===== src/rtl/move_log.sv =====
// move_log: records the search engine's move sequence as a packed 2-bit
// stack (newest move at ord[1:0]), handles backtracking pops, optionally
// cancels immediate inverse moves, and freezes the log on success.
//
// Handshake: push/pop/done/fail are single-cycle qualifiers sampled on
// every rising edge while in SEARCH; there is no back-pressure, so any
// combination of them is accepted every cycle with a 1-cycle latency.
module move_log #(
   parameter int MAX_MOVES  = 20,
   parameter int CANCEL_INV = 1
) (
   input  logic                   clk,
   input  logic                   rst_n,
   input  logic                   start,
   input  logic                   mv_push,
   input  logic                   mv_pop,
   input  logic [1:0]             mv_dir,
   input  logic                   done,
   input  logic                   fail,
   output logic                   comp,
   output logic [39:0]            cnt,
   output logic [2*MAX_MOVES-1:0] ord,
   output logic                   busy,
   output logic                   ovf
);

   typedef enum logic [1:0] {
      IDLE   = 2'd0,
      SEARCH = 2'd1,
      DONE   = 2'd2,
      FAIL   = 2'd3
   } state_t;

   localparam logic [39:0] MAX_CNT = 40'(MAX_MOVES);

   // Current FSM state; kept as a named signal so checkers can bind to it.
   state_t state;

   logic not_empty;
   logic full;
   logic inverse;

   // Per-cycle stack conditions derived from the current log.
   always_comb begin
      not_empty = (cnt != 40'd0);
      full      = (cnt == MAX_CNT);
      inverse   = (CANCEL_INV != 0) && not_empty && (mv_dir == (ord[1:0] ^ 2'b01));
   end

   // FSM, stack update and all registered outputs.
   always_ff @(posedge clk or negedge rst_n) begin
      if (!rst_n) begin
         state <= IDLE;
         comp  <= 1'b0;
         cnt   <= 40'd0;
         ord   <= '0;
         busy  <= 1'b0;
         ovf   <= 1'b0;
      end else if (start) begin
         // start wins over everything else in the same cycle
         state <= SEARCH;
         comp  <= 1'b0;
         cnt   <= 40'd0;
         ord   <= '0;
         busy  <= 1'b1;
         ovf   <= 1'b0;
      end else begin
         case (state)
            SEARCH: begin
               // Stack operation first, so a move in the done cycle is kept.
               if (mv_push && mv_pop) begin
                  if (not_empty) begin
                     ord[1:0] <= mv_dir;
                  end else begin
                     ord <= {ord[2*MAX_MOVES-3:0], mv_dir};
                     cnt <= cnt + 40'd1;
                  end
               end else if (mv_push) begin
                  if (inverse) begin
                     ord <= ord >> 2;
                     cnt <= cnt - 40'd1;
                  end else if (full) begin
                     ovf <= 1'b1;
                  end else begin
                     ord <= {ord[2*MAX_MOVES-3:0], mv_dir};
                     cnt <= cnt + 40'd1;
                  end
               end else if (mv_pop) begin
                  if (not_empty) begin
                     ord <= ord >> 2;
                     cnt <= cnt - 40'd1;
                  end
               end

               if (done) begin
                  state <= DONE;
                  comp  <= 1'b1;
                  busy  <= 1'b0;
               end else if (fail) begin
                  state <= FAIL;
                  busy  <= 1'b0;
               end
            end
            // IDLE, DONE and FAIL hold until start or reset.
            default: begin
               state <= state;
            end
         endcase
      end
   end

endmodule

===== config.mk =====
export PLATFORM = sky130hd
export DESIGN_NAME = move_log
export DESIGN_NICKNAME = d
export VERILOG_FILES = /design/src/rtl/move_log.sv
export SDC_FILE = /design/constraint.sdc
export NUM_CORES = 1
export LEC_CHECK = 0
export CORE_UTILIZATION = 40
export DETAILED_ROUTE_END_ITERATION = 8
export SYNTH_ARGS = -nofsm -noshare
export SYNTH_HDL_FRONTEND = slang
export SYNTH_SLANG_ARGS = --single-unit

===== constraint.sdc =====
create_clock -name clk -period 5.42 [get_ports clk]
set_input_delay 1.084 -clock clk [delete_from_list [all_inputs] [get_ports clk]]
set_output_delay 1.084 -clock clk [all_outputs]
set_load 0.1 [all_outputs]

# Word-level counts from Yosys, hierarchy flattened
# Cells that the tools add are included.
dict set report word_totals {
  regBits 85
  in_bits 9
  word_cells 67
  output_inout_bits 83
}
dict set report classes {
  add_sub_neg 2
  n_mux 35
  n_bitwise 1
  eq_ne 7
  n_reduce_logical 15
}
# operator count
set ops {}
lappend ops {{two-way mux 40 bit} 17}
lappend ops {{adder 40 x 1 -> 40 bit, second input constant} 1}
lappend ops {{== test 40 x 5 -> 1 bit, second input constant} 1}
lappend ops {{nonzero test 40 bit} 1}
lappend ops {{subtractor 40 x 1 -> 40 bit, second input constant} 1}
lappend ops {{two-way mux 38 bit} 1}
lappend ops {{two-way mux 1 bit} 13}
lappend ops {{AND reduction 5 bit} 2}
lappend ops {{two-way mux 2 bit} 4}
lappend ops {{nonzero test 2 bit} 4}
lappend ops {{nonzero test 4 bit} 2}
lappend ops {{!= test 5 x 3 -> 1 bit, second input constant} 1}
lappend ops {{!= test 2 bit, second input constant} 2}
lappend ops {{AND reduction 2 bit} 2}
lappend ops {{AND reduction 4 bit} 1}
lappend ops {{!= test 3 bit, second input constant} 1}
lappend ops {{nonzero test 3 bit} 1}
lappend ops {{== test 2 x 1 -> 1 bit, second input constant} 1}
lappend ops {{== test 2 bit} 1}
lappend ops {{logical AND 1 bit} 2}
lappend ops {{inverter 1 bit} 1}

# Logic depth before layout (Yosys ltp)
dict set report logic_depth {
  depth_word 8
  ltp_mapped 13
  depth_no_buf 9
}

# Worst setup path before layout
# Ideal clock, no wire load.
dict set report synth_path {
  path_kind {reg-to-reg}
  startpoint {reg cnt[0]}
  endpoint {reg cnt[22]}
  setup_slack_ps 2148
  t_required_ps 5292
  setup_time_ps 128
  path_buffers 3
  stages_incl_launch_ff 13
  t_arrival_ps 3145
  period_less_slack_ps 3272
  cell_sequence {dfrtp_1 inv_1 ha_1 nor3b_1 and3_1 and4_4 buf_8 o21a_2 buf_6 buf_12 nor4b_1 o22ai_1 mux2_1}
}
dict set report synth_between {
  elab_chain_len 7
  word_cells_on_any_way 18
  classes_between {2 x add/sub; 3 x eq/ne; 9 x mux; 4 x reduce/logical}
}
# item line_no
set synth_lines {}
lappend synth_lines {{start: declaration} 21} ;# output logic [39:0] cnt,
lappend synth_lines {{start signal: assignment} 76} ;# cnt <= cnt + 40'd1;
lappend synth_lines {{start signal: assignment} 81} ;# cnt <= cnt - 40'd1;
lappend synth_lines {{start signal: assignment} 86} ;# cnt <= cnt + 40'd1;
lappend synth_lines {{subtractor 40 x 1 -> 40 bit, or another cell as far along} {81, 91}}
lappend synth_lines {{two-way mux 40 bit, or another cell as far along} 89} ;# if (not_empty) begin
lappend synth_lines {{two-way mux 40 bit (on tied branches)} {88, 79}}
lappend synth_lines {{two-way mux 40 bit} 78} ;# end else if (mv_push) begin
lappend synth_lines {{two-way mux 40 bit} 71} ;# if (mv_push && mv_pop) begin
lappend synth_lines {{two-way mux 40 bit} 68} ;# case (state)
lappend synth_lines {{two-way mux 40 bit} 59} ;# end else if (start) begin
# Parallel ways exist; a longest one is shown, timed or not. The select of a mux whose other input is x is not followed.
# A chain may end at the register's enable or synchronous reset.

# Worst setup path in the final report
dict set report layout_path {
  startpoint {in mv_push}
  endpoint {reg cnt[2]}
}
dict set report layout_between {
  elab_chain_len 4
  word_cells_on_any_way 10
  classes_between {2 x eq/ne; 4 x mux; 4 x reduce/logical}
}
# item line_no
set layout_lines {}
lappend layout_lines {{start: declaration} 15} ;# input logic mv_push,
lappend layout_lines {{two-way mux 40 bit or logical AND 1 bit (tied branches)} {78, 71}}
lappend layout_lines {{two-way mux 40 bit} 71}
lappend layout_lines {{two-way mux 40 bit} 68}
lappend layout_lines {{two-way mux 40 bit} 59}
# Parallel ways exist; a longest one is shown, timed or not. The select of a mux whose other input is x is not followed.

==> run_results.csv <==
group,metric,value,unit
run_status,run_status,"finished, final reports clean",
power,share_clk_of_total_power,21.0,%
worst_setup_path,rr_endpoint,"cnt[2]",
logic_synthesis,synth-seq-cells,85,
power,cellLeakagePower,2.64,nW
worst_setup_path,worst-r2r-cell-count,8,
timing,timing.setup.tns,0,ns
floorplan,std_cell_rows,41,
logic_synthesis,synth.cell_area,5370,sq um
floorplan,core_region_area,12900,sq um
detailed_routing,dr.first_iter.drc_count,345,
clock_network,cts.repair.resized,0,
timing,fmax,276,MHz
timing,final_count_of_pins_violating_max_slew,0,
detailed_routing,drt_first_pass_iters,4,
power,switchingPower,1.53,mW
grt,globalRouteOverflowTotal,0,
worst_setup_path,setup.worst_path.start,"mv_push",
clock_network,cts-buffers-inserted,9,
logic_synthesis,synth_top_cells_by_count,"dfrtp_1, nand2_1, mux2i_1",
detailed_routing,total_routed_length,15.3,mm
timing,tightestPinTransition,1.01,ns
floorplan,initial_utilization,41.7,%
logic_synthesis,post_synth.cell_area_avg,9.00,sq um
worst_setup_path,critPathKind,"input pin to register",
power,power.share.combinational,50.1,%
logic_synthesis,synthTopCellsByArea,"dfrtp_1, mux2i_1, nand2_1, o21ai_1, a21oi_1",
hold_path,holdPathEnd,"busy",
logic_synthesis,yosys.cell_types.count,68,
logic_synthesis,synthMostInstantiatedCell,"dfrtp_1",
worst_setup_path,reg2reg_slack,2.01,ns
clock_network,cts_tree,"built",
floorplan,io_pins,92,
detailed_routing,route.detailed.vias_per_inst,5.83,
power,p_int,1.51,mW
hold_path,whs_path_depth,1,
final_layout,final_area,6640,sq um
placed_design,weighted_congestion_reported_at_the_end_of_routability_driven_placement,0.852,
timing,fin_hold_ws,0.486,ns
clock_network,cts-htree-levels,3,
clock_network,insertion_delay_to_the_later_sink_of_the_worst_skew_pair,0.35,ns
logic_synthesis,synth-edff-count,0,
clock_network,cts.root.buffer_cell,"clkbuf_16",
hold_path,hp-class,"register to register",
placed_design,numPlacedInstances,832,
timing,fin_crit_sh,66.8,%
detailed_routing,vias,4943,
grt,grt.total_usage,23.0,%
timing,clock-skew-final,0.0132,ns
worst_setup_path,timing.critical_path.required,5.64,ns
placed_design,dp_hpwl,10.5,mm
hold_path,worst_hold_startpoint,"busy",
detailed_routing,route.detailed.wl_per_inst,18.1,um
clock_network,cts.hold.buffers_added,0,
grt,first_global_vias,5010,
logic_synthesis,synth-async-reset-ratio,100,%
final_layout,final_non_filler_cells,848,
detailed_routing,final_antenna_net_count,0,
grt,wire_length_of_the_first_global_routing_pass,25.8,mm
placed_design,dp_slack,1.41,ns
detailed_routing,remaining_drc_errors,0,
logic_synthesis,synthDominantAreaCellType,"dfrtp_1",
logic_synthesis,ys.flop_type,"dfrtp_1",
timing,worst_setup_slack_final,1.80,ns
final_layout,drive_above_1_share,6.51,%
final_layout,footprint_of_the_multi_input_gates,2970,sq um
floorplan,fp.dieArea,13900,sq um
final_layout,layout.nets,683,
power,power-per-cell-area,457,nW/um^2
power,switching_share,50.4,%
logic_synthesis,yosysWarningCount,0,
worst_setup_path,worstSetupStartpointType,"input pin",
timing,timing.final.hold_violations,0,
grt,pin_count_of_the_biggest_net_entering_global_routing,58,
clock_network,clk_transition_reported_paths,0.07,ns
power,vdd_drop_max,0.197,mV
final_layout,areaGrowthSynthToFinish,23.6,%
flow_run,number_of_max_cap_violations,0,
timing,setup_viol,0,
timing,layout_min_cycle_time,3.62,ns
logic_synthesis,postSynthCellCount,597,
worst_setup_path,worstReg2RegStart,"cnt[12]",
final_layout,sequential_cell_area,2130,sq um
final_layout,antenna_cells_inserted,0,
floorplan,die_h,118,um
clock_network,post-cts-setup-buffer-count,0,
timing,relSlewSlack,32.6,%
timing,grt_setup_unrepaired,"no",
clock_network,cts.path.max_buffers,2,
clock_network,tritoncts_num_sinks,85,
final_layout,n_fill_cell,1205,
logic_synthesis,synth_largest_type_area_fraction,39.6,%
worst_setup_path,worstPathArrival,3.84,ns
floorplan,die_w,118,um
placed_design,numPortBuffers,91,
logic_synthesis,syn-num-nets,609,
worst_setup_path,endpoint_kind,"register",
placed_design,placement.cell_area,6340,sq um
grt,antenna_found_initial,0,
worst_setup_path,crit_fanout,42,
logic_synthesis,ys_seq_area_share,39.6,%
power,p_seq_share,28.9,%
[worst max-delay path: stages]
cell and delay (ns):
clkdlybuf4s50_1 0.84, and4_1 0.28, nand3_1 0.10, o21bai_1 0.32, o21bai_4 0.48, buf_4 0.46, or3_1 0.16, o21ai_0 0.10
[cells by family after synthesis]
| group | synth area share (%) |
|---|---|
| AOI/OAI and AO/OA | 18.6 |
| xor gates and xnor gates | 0.489 |
| adders and majority gates | 0.699 |
| buffers and inverters | 5.28 |
| DFF | 39.6 |
| muxes | 11.1 |
| and+or+nand+nor | 24.2 |
[power groups by stage]
| stage | sequential (mW) | combinational, mW | clock, mW |
|---|---|---|---|
| global route | 0.901 | 1.62 | 0.674 |
| floorplan | 1.40 | 0.652 | 0 |
| global placement | 0.884 | 1.51 | 0 |
| detailed placement | 0.890 | 1.52 | 0 |
| CTS | 0.877 | 1.52 | 0.650 |
| finish | 0.879 | 1.52 | 0.638 |
[flip-flops by register name, summed over array words and instances, names as in the netlist]
register  flops
cnt          40
ord          40
state         2
busy          1
comp          1
ovf           1
[cells in the final DEF (no fill, tap or decap), types with 3 or more instances in the layout]
master,n
a31oi_1,19
o31ai_1,4
a21o_1,3
nor4_1,6
mux2i_1,54
nand4_1,13
nor4_4,3
and3_1,12
dfrtp_1,85
or3_1,15
o211ai_1,5
clkdlybuf4s50_1,90
buf_4,8
nor2_1,20
o21ai_0,12
o211a_1,4
or4_1,6
nand3_1,25
clkbuf_16,9
inv_1,18
nor3_1,19
nor2b_1,4
o21ai_1,39
o21bai_1,3
and2_1,4
and4_1,5
a21oi_1,36
nand2_1,75
a211o_1,3
or2_0,13
ha_1,3
mux2_2,4
o22ai_1,7
or2_1,3
[per-layer routing]
layer / up-vias / GRT usage, % / wire length (um)
li1: 2358 / - / -
met1: 2424 / 29.9 / 7010
met2: 145 / 37.0 / 7250
met3: 16 / 6.20 / 821
met4: 0 / 7.13 / 234
met5: - / 0 / 0
[worst max path at each step]
stage	end	cells after the start
detailed placement	cnt[8]	8
floorplan	cnt[22]	12
finish	cnt[2]	8
global placement	cnt[6]	8
global route	cnt[2]	8
CTS	cnt[8]	8
[layout make-up]
cell class	count	area share (%)
inverters	18	1.02
clock inverters	6	1.05
repair buffers	98	14.5
well taps	172	3.24
clock buffers	10	3.45
multi-input cells	459	44.8
flip-flops and latches	85	32.0
[metrics by stage]
stage                     power [mW]  utilization, %
final                           3.04            51.6
after global placement          2.39            49.3
after CTS                       3.05            51.6
after global routing            3.19            51.6
after detailed placement        2.41            49.3
after floorplan                 2.05               -
(Power assumes the default switching activity.)
